**src/rtl/mem_arbiter_if.sv**
```systemverilog
// Pipeline- and RAM-side signal bundle for mem_arbiter.
// The arbiter takes the slave view; the pipeline/RAM environment takes the master view.
interface mem_arbiter_if;
   logic        ifReq;
   logic [31:0] ifAddr;
   logic [31:0] ifData;
   logic        ifReady;
   logic        ifStall;
   logic        memReadIn;
   logic        memWriteIn;
   logic [31:0] memAddrIn;
   logic [31:0] memWDataIn;
   logic [31:0] memDataOut;
   logic        memReady;
   logic        memStall;
   logic        haltIn;
   logic        ramEn;
   logic        ramWe;
   logic [31:0] ramAddr;
   logic [31:0] ramWData;
   logic [31:0] ramRData;
   logic        idle;

   modport slave (
      input  ifReq, ifAddr, memReadIn, memWriteIn, memAddrIn, memWDataIn,
             haltIn, ramRData,
      output ifData, ifReady, ifStall, memDataOut, memReady, memStall,
             ramEn, ramWe, ramAddr, ramWData, idle
   );

   modport master (
      output ifReq, ifAddr, memReadIn, memWriteIn, memAddrIn, memWDataIn,
             haltIn, ramRData,
      input  ifData, ifReady, ifStall, memDataOut, memReady, memStall,
             ramEn, ramWe, ramAddr, ramWData, idle
   );
endinterface

```
**src/rtl/mem_arbiter.sv**
```systemverilog
// Serialises instruction fetches and data loads/stores onto one multi-cycle RAM port,
// alternating grants on ties so fetch cannot be starved by back-to-back data traffic.
module mem_arbiter #(
   parameter int unsigned LATENCY = 2
) (
   input  logic         clockIn,
   input  logic         reset,
   mem_arbiter_if.slave bus
);
   typedef enum logic [1:0] {S_IDLE, S_ACCESS, S_DONE} state_t;

   localparam logic [3:0] CNT_INIT = 4'(LATENCY - 1);

   state_t      r_state;
   logic [3:0]  r_cnt;
   logic        r_lastData;
   logic        r_grantData;
   logic [31:0] r_ifData;
   logic [31:0] r_memData;
   logic        r_ifReady;
   logic        r_memReady;
   logic        r_ramEn;
   logic        r_ramWe;
   logic [31:0] r_ramAddr;
   logic [31:0] r_ramWData;
   logic        r_idle;

   logic w_memReq;
   logic w_ifCand;
   logic w_grantData;

   assign w_memReq    = bus.memReadIn | bus.memWriteIn;
   assign w_ifCand    = bus.ifReq & ~bus.haltIn;
   // On a tie, data wins unless data took the previous grant.
   assign w_grantData = w_memReq & (~w_ifCand | ~r_lastData);

   always_ff @(posedge clockIn or posedge reset) begin
      if (reset) begin
         r_state     <= S_IDLE;
         r_cnt       <= 4'd0;
         r_lastData  <= 1'b0;
         r_grantData <= 1'b0;
         r_ifData    <= 32'd0;
         r_memData   <= 32'd0;
         r_ifReady   <= 1'b0;
         r_memReady  <= 1'b0;
         r_ramEn     <= 1'b0;
         r_ramWe     <= 1'b0;
         r_ramAddr   <= 32'd0;
         r_ramWData  <= 32'd0;
         r_idle      <= 1'b1;
      end else begin
         case (r_state)
            S_IDLE: begin
               if (w_memReq | w_ifCand) begin
                  r_state     <= S_ACCESS;
                  r_cnt       <= CNT_INIT;
                  r_grantData <= w_grantData;
                  r_lastData  <= w_grantData;
                  r_ramEn     <= 1'b1;
                  r_idle      <= 1'b0;
                  if (w_grantData) begin
                     // Read+write together is treated as a store.
                     r_ramWe    <= bus.memWriteIn;
                     r_ramAddr  <= bus.memAddrIn;
                     r_ramWData <= bus.memWDataIn;
                  end else begin
                     r_ramWe    <= 1'b0;
                     r_ramAddr  <= bus.ifAddr;
                  end
               end
            end
            S_ACCESS: begin
               if (r_cnt == 4'd0) begin
                  r_state <= S_DONE;
                  r_ramEn <= 1'b0;
                  r_ramWe <= 1'b0;
                  if (r_grantData) begin
                     r_memReady <= 1'b1;
                     if (!r_ramWe) r_memData <= bus.ramRData;
                  end else begin
                     r_ifReady <= 1'b1;
                     r_ifData  <= bus.ramRData;
                  end
               end else begin
                  r_cnt <= r_cnt - 4'd1;
               end
            end
            S_DONE: begin
               r_state    <= S_IDLE;
               r_ifReady  <= 1'b0;
               r_memReady <= 1'b0;
               r_idle     <= 1'b1;
            end
            default: begin
               r_state <= S_IDLE;
               r_idle  <= 1'b1;
            end
         endcase
      end
   end

   assign bus.ifData     = r_ifData;
   assign bus.ifReady    = r_ifReady;
   assign bus.memDataOut = r_memData;
   assign bus.memReady   = r_memReady;
   assign bus.ramEn      = r_ramEn;
   assign bus.ramWe      = r_ramWe;
   assign bus.ramAddr    = r_ramAddr;
   assign bus.ramWData   = r_ramWData;
   assign bus.idle       = r_idle;

   // Stalls drop in the DONE cycle so the stage buffers advance at the edge ending it.
   assign bus.ifStall  = bus.ifReq & ~r_ifReady;
   assign bus.memStall = ~reset & w_memReq & ~r_memReady;
endmodule

```
**src/flat_wrapper.sv**
```systemverilog
// flat-port wrapper written by rule: the top's interface ports become plain ports
module mem_arbiter_flat 
#(
   parameter int unsigned LATENCY = 2
)
  (clockIn, reset, bus_ifReq, bus_ifAddr, bus_memReadIn, bus_memWriteIn, bus_memAddrIn, bus_memWDataIn, bus_haltIn, bus_ramRData, bus_ifData, bus_ifReady, bus_ifStall, bus_memDataOut, bus_memReady, bus_memStall, bus_ramEn, bus_ramWe, bus_ramAddr, bus_ramWData, bus_idle);
  mem_arbiter_if bus_i ();
  input  logic clockIn;
  input  logic reset;
  input wire logic [$bits(bus_i.ifReq)-1:0] bus_ifReq;
  input wire logic [$bits(bus_i.ifAddr)-1:0] bus_ifAddr;
  input wire logic [$bits(bus_i.memReadIn)-1:0] bus_memReadIn;
  input wire logic [$bits(bus_i.memWriteIn)-1:0] bus_memWriteIn;
  input wire logic [$bits(bus_i.memAddrIn)-1:0] bus_memAddrIn;
  input wire logic [$bits(bus_i.memWDataIn)-1:0] bus_memWDataIn;
  input wire logic [$bits(bus_i.haltIn)-1:0] bus_haltIn;
  input wire logic [$bits(bus_i.ramRData)-1:0] bus_ramRData;
  output wire logic [$bits(bus_i.ifData)-1:0] bus_ifData;
  output wire logic [$bits(bus_i.ifReady)-1:0] bus_ifReady;
  output wire logic [$bits(bus_i.ifStall)-1:0] bus_ifStall;
  output wire logic [$bits(bus_i.memDataOut)-1:0] bus_memDataOut;
  output wire logic [$bits(bus_i.memReady)-1:0] bus_memReady;
  output wire logic [$bits(bus_i.memStall)-1:0] bus_memStall;
  output wire logic [$bits(bus_i.ramEn)-1:0] bus_ramEn;
  output wire logic [$bits(bus_i.ramWe)-1:0] bus_ramWe;
  output wire logic [$bits(bus_i.ramAddr)-1:0] bus_ramAddr;
  output wire logic [$bits(bus_i.ramWData)-1:0] bus_ramWData;
  output wire logic [$bits(bus_i.idle)-1:0] bus_idle;
  assign bus_i.ifReq = bus_ifReq;
  assign bus_i.ifAddr = bus_ifAddr;
  assign bus_i.memReadIn = bus_memReadIn;
  assign bus_i.memWriteIn = bus_memWriteIn;
  assign bus_i.memAddrIn = bus_memAddrIn;
  assign bus_i.memWDataIn = bus_memWDataIn;
  assign bus_i.haltIn = bus_haltIn;
  assign bus_i.ramRData = bus_ramRData;
  assign bus_ifData = bus_i.ifData;
  assign bus_ifReady = bus_i.ifReady;
  assign bus_ifStall = bus_i.ifStall;
  assign bus_memDataOut = bus_i.memDataOut;
  assign bus_memReady = bus_i.memReady;
  assign bus_memStall = bus_i.memStall;
  assign bus_ramEn = bus_i.ramEn;
  assign bus_ramWe = bus_i.ramWe;
  assign bus_ramAddr = bus_i.ramAddr;
  assign bus_ramWData = bus_i.ramWData;
  assign bus_idle = bus_i.idle;
  mem_arbiter #(.LATENCY(LATENCY)) u_core (.clockIn(clockIn), .reset(reset), .bus(bus_i));
endmodule
```
**config.mk**
```make
export PLATFORM = sky130hd
export DESIGN_NAME = mem_arbiter_flat
export DESIGN_NICKNAME = d
export VERILOG_FILES = /design/src/rtl/mem_arbiter_if.sv /design/src/rtl/mem_arbiter.sv /design/src/flat_wrapper.sv
export SDC_FILE = /design/constraint.sdc
export NUM_CORES = 1
export LEC_CHECK = 0
export BUFFER_PORTS_ARGS = -buffer_cell sky130_fd_sc_hd__buf_2
export CAP_MARGIN = 0
export CELL_PAD_IN_SITES_DETAIL_PLACEMENT = 0
export CELL_PAD_IN_SITES_GLOBAL_PLACEMENT = 1
export CORE_MARGIN = 2
export CORE_UTILIZATION = 38
export DETAILED_ROUTE_END_ITERATION = 12
export GPL_ROUTABILITY_DRIVEN = 1
export PLACE_DENSITY = 0.95
export SYNTH_ARGS = -nofsm -noshare
export SYNTH_HDL_FRONTEND = slang
export SYNTH_SLANG_ARGS = --single-unit
```
**constraint.sdc**
```tcl
create_clock -name clockIn -period 10.6 [get_ports clockIn]
set_input_delay 1.06 -clock clockIn [delete_from_list [all_inputs] [get_ports clockIn]]
set_output_delay 1.06 -clock clockIn [all_outputs]
set_load 0.02 [all_outputs]
```
* Word-level counts from Yosys, hierarchy flattened
Cells that the tools add are included.
Operators by class: add/subtract/negate cells 1, multiply operators 0, div/mod/pow operators 0, magnitude comparators 0, eq/ne operators 7, shift-type cells 0, mux-type cells 21, bitwise gates (word level) 16, reduce and logical (&&, ||, !) cells 14
Operators with widths (number):
- two-way mux 32 bit | 1
- AND reduction 3 bit | 6
- case mux 1 bit (2 select lines) | 5
- two-way mux 1 bit | 9
- two-way mux 4 bit | 2
- inverter 1 bit | 8
- case mux 4 bit (2 select lines) | 1
- inequality test 2 x 1 -> 1 bit (second input constant) | 3
- AND reduction 2 bit | 3
- AND 1 bit | 5
- zero test 4 bit | 1
- two-way mux 2 bit | 2
- inequality test 2 bit (second input constant) | 2
- case mux 2 bit (2 select lines) | 1
- AND reduction 4 bit | 1
- nonzero test 2 bit | 2
- subtractor 4 x 1 -> 4 bit (second input constant) | 1
- OR 1 bit | 3
- == test 2 x 1 -> 1 bit (second input constant) | 1
- == test 2 bit (second input constant) | 1
- zero test 2 bit | 1
Storage, ports and cells: register bits 140, latch bits 0, memory bits (writable) 0, ROM bits 0, bits of input ports 134, output and inout port bits 135, logic and storage cells 71, memories kept 0

* Depth between registers and ports, before layout
depth after elaboration 8, mapped depth 7, gate-level depth less buffers 6

* Worst setup path before layout
No wires, ideal clock.
path kind input port to output port, start input bus_memWriteIn, end output bus_memStall, arrival time 1.563 ns, data required time 9.540 ns, slack 7.977 ns, stages 2, buffers on the path 0, cell sequence nor2_1 nor3_1
Between the ends: cells in the longest elaborated chain, start to end 3
RTL lines:
- start: declaration | line flat_wrapper.sv:13 | input wire logic [$bits(bus_i.memWriteIn)-1:0] bus_memWriteIn;
- OR 1 bit | line mem_arbiter.sv:32 | assign w_memReq = bus.memReadIn | bus.memWriteIn;
- AND 1 bit (2 in series) | line mem_arbiter.sv:115 | assign bus.memStall = ~reset & w_memReq & ~r_memReady;
- end: declaration | line flat_wrapper.sv:23 | output wire logic [$bits(bus_i.memStall)-1:0] bus_memStall;
No other way between the ends.

* Worst setup path in the final report
start input bus_haltIn, end register u_core.r_ramWData[2], in the netlist u_core.bus.ramWData[2]
Between the ends: cells in the longest elaborated chain, start to end 6, elaborated cells between the ends (all ways) 7, classes of those cells bitwise (6); reduce/logical (1)
RTL lines:
- start: declaration | line flat_wrapper.sv:16 | input wire logic [$bits(bus_i.haltIn)-1:0] bus_haltIn;
- inverter 1 bit * | line mem_arbiter.sv:33 | assign w_ifCand = bus.ifReq & ~bus.haltIn;
- AND 1 bit * | line mem_arbiter.sv:33
- inverter 1 bit | line mem_arbiter.sv:35 | assign w_grantData = w_memReq & (~w_ifCand | ~r_lastData);
- OR 1 bit | line mem_arbiter.sv:35
- AND 1 bit | line mem_arbiter.sv:35
- AND reduction 3 bit (no line) *
- end signal: assignment | line mem_arbiter.sv:66 | r_ramWData <= bus.memWDataIn;
- end: declaration | line mem_arbiter.sv:25 | logic [31:0] r_ramWData;
Mark *: on every way between the ends. The rest lies on a longest branch, timed or not. A chain may end at the register's enable or synchronous reset.

==> out/metrics.csv <==
stage,metric,value,unit
outcome,outcome,"complete, no violations",
synth,seq_area_frac_synth,0.6153,
pwr,irDropWorstVdd,0.1435,mV
worst_hold_path,whs_path_depth,2,
worst_setup_path,cpMostUsedCell,buf_4,
placement,io_buffers,268,
worst_setup_path,crit_start,bus_haltIn,
final_layout,area_growth,36.40,%
synth,synthTopCellsByCount,"dfrtp_1, nand2_1, mux2_2, nor2_1, a31oi_1",
route,postRouteAntennaNets,0,
worst_setup_path,r2r-end,u_core.bus.ramWData[2],
run,maxCapViolations,0,
pwr,sequentialPowerShare,0.347,
floorplan,die_h,126.4,um
floorplan,start_util,0.3904,
route,initialDrtViolationCount,138,
clock_tree,cts_sinks,140,
route,dr_total_vias,4289,
clock_tree,cts.path.max_buffers,2,
grt,grt_pass1_wl,22.36,mm
pwr,p_sw,1081,uW
route,wire_per_inst,15.40,um
floorplan,rows,44,
timing,setup-violations-final,0,
pwr,p_leak,0.003926,uW
clock_tree,hold_buffers,0,
clock_tree,cts_tree,done,
placement,dp_hpwl,10.11,mm
pwr,total_power,2736,uW
floorplan,die_x,126.4,um
worst_setup_path,critical-path-max-stage-delay,0.56,ns
timing,fmax,0.3338,GHz
clock_tree,clk_latency,0.42,ns
clock_tree,cts_root_buf,clkbuf_16,
worst_setup_path,rrSetupSlack,8.13,ns
synth,yosys.area.top_type,dfrtp_1,
synth,synth_nets,573,
timing,hold_viol,0,
clock_tree,cts_max_level,4,
clock_tree,cts_resized,0,
pwr,p_int,1655,uW
pwr,power.density,352.2,nW/um^2
worst_setup_path,crit_chain,buf_2 > nand2b_1 > a211oi_4 > buf_4 > nand2_1 > buf_4 > mux2_2,
timing,holdWs,0.4896,ns
synth,ys.flop_type,dfrtp_1,
route,wl,13.89,mm
timing,worst_pin_slew,1.079,ns
timing,slew_headroom,0.2804,
final_layout,drive_gt1_frac,0.5752,
grt,grt_antenna_before_repair,0,
final_layout,antenna_cells,0,
timing,fin_crit,2.995,ns
route,firstDrtPassIters,5,
timing,clock_skew,0.007747,ns
grt,grt_overflow,0,
clock_tree,clkSlewWorstSetupHoldPaths,0.06,ns
clock_tree,cts_buffers,17,
floorplan,dieArea,15980,um^2
synth,synth-edff-count,0,
worst_setup_path,cp_slowest_cell,buf_4,
synth,synth.top_cells.by_area,"dfrtp_1, mux2_2, mux2_4, nand2_1, a31oi_1",
worst_setup_path,worstPathRequired,10.89,ns
grt,grt_max_degree,75,
synth,ys.warnings.count,0,
worst_setup_path,rr_startpoint,u_core.r_state[1],
worst_setup_path,path_class,input port to register,
synth,synthArstFlopShare,1.000,
pwr,share_comb_of_total_power,0.438,
floorplan,core_area,14590,um^2
worst_setup_path,endpoint,u_core.bus.ramWData[2],
final_layout,utilization,0.5325,
timing,setup_tns,0,ns
synth,post_synth.cell_area_avg,13.03,um^2
final_layout,fin_cells,902,
timing,post-route-period-util,0.2826,
worst_setup_path,worstPathMaxFanout,74,
synth,synthDistinctLibCells,31,
placement,dp.cells,870,
worst_hold_path,hold_path_class,register to register,
route,drc,0,
clock_tree,cts_setup_buffers,0,
synth,syn_area,5695,um^2
floorplan,io_pins,269,
timing,rsz0062_at_grt,no,
route,via_per_inst,4.755,
synth,synth_top_area_share,0.6107,
synth,ys_seq_elements,140,
placement,place_congestion,0.7786,
grt,grt_use_total,0.1773,
final_layout,nets,841,
synth,yosysMostFrequentCell,dfrtp_1,
worst_setup_path,cp.arrival,3.29,ns
synth,postSynthCellCount,437,
worst_setup_path,worst_r2r_path_depth,5,
timing,slew_viol_final,0,
worst_setup_path,critPathLaunchType,input port,
worst_setup_path,cp-end-kind,register,
pwr,switching_share,0.3952,
grt,first_global_vias,4395,
pwr,clkPwrFrac,0.215,
## worst max-delay path, delay by kind of cell
family / cells / cell delay [ns]
AOI/OAI and AO/OA: 1 / 0.21
and+or+nand+nor: 2 / 0.65
buffers and inverters: 3 / 1.04
muxes: 1 / 0.31
## cell families after synthesis
| family | synth area share |
|---|---|
| flops | 0.6153 |
| buf+inv | 0.03295 |
| compound gates | 0.04921 |
| fa+ha+maj | 0.004393 |
| mux | 0.2096 |
| xor+xnor | 0.001538 |
| simple gates | 0.08700 |
## area by class of cell
class                           count  area, um^2
Tap cell                          184       230.2
Sequential cell                   140        3505
Multi-Input combinational cell    265        2023
Clock buffer                       18       439.2
Inverter                            7       31.28
Fill cell                        1304        6820
Timing Repair Buffer              274        1386
Clock inverter                     14       153.9
## how the worst min path moves through the flow
stage                                from               endpoint  slack, ns
floorplan                 u_core.r_cnt[0]        u_core.r_cnt[0]       0.46
global placement         u_core.bus.ramEn       u_core.bus.ramEn       0.46
detailed placement        u_core.bus.idle        u_core.bus.idle       0.48
CTS                       u_core.bus.idle        u_core.bus.idle       0.49
global route        u_core.bus.ifData[21]  u_core.bus.ifData[21]       0.51
finish                    u_core.bus.idle        u_core.bus.idle       0.49
## cell usage in the layout (no fill, tap or decap), types with 2 or more instances in the layout
cell type / instances
inv_6: 7
inv_8: 2
mux2_2: 66
a211oi_1: 2
ha_1: 2
o21ai_0: 4
buf_2: 268
nand2_1: 70
a21oi_1: 2
nor2b_2: 2
clkinvlp_4: 2
nand2b_1: 2
buf_4: 6
clkinv_4: 2
inv_1: 6
a31oi_1: 32
clkbuf_16: 17
nor3_1: 2
mux2_4: 30
nor2_1: 37
dfrtp_1: 139
## power groups by stage
stage	logic, uW	registers, uW	clock network, uW
floorplan	498	1270	0
global placement	1200	945	0
detailed placement	1210	957	0
CTS	1220	951	605
global route	1290	984	634
finish	1200	949	588
## layer usage
metal | share of wire | vias up | global-route usage
li1 | - | 2037 | -
met1 | 0.42 | 2038 | 0.2160
met2 | 0.47 | 194 | 0.2888
met3 | 0.089 | 20 | 0.06790
met4 | 0.016 | 0 | 0.06206
met5 | 0 | - | 0
## sequential cells by signal (all words and copies together), names as in the netlist
| register | cells |
|---|---|
| u_core.bus.ifReady | 1 |
| u_core.bus.ramEn | 1 |
| u_core.bus.ramAddr | 32 |
| u_core.bus.ramWe | 1 |
| u_core.bus.idle | 1 |
| u_core.bus.ramWData | 32 |
| u_core.r_state | 2 |
| u_core.r_cnt | 4 |
| u_core.bus.memReady | 1 |
| u_core.bus.memDataOut | 32 |
| u_core.r_lastData | 1 |
| u_core.bus.ifData | 32 |
## stage by stage
stage	worst slack, ns	cell area, um^2
detailed placement	7.156	7176
finish	7.605	7769
global placement	7.142	7176
floorplan	5.789	5695
global route	7.414	7769
CTS	7.595	7769
No activity file was read; power rests on OpenSTA's default activity.
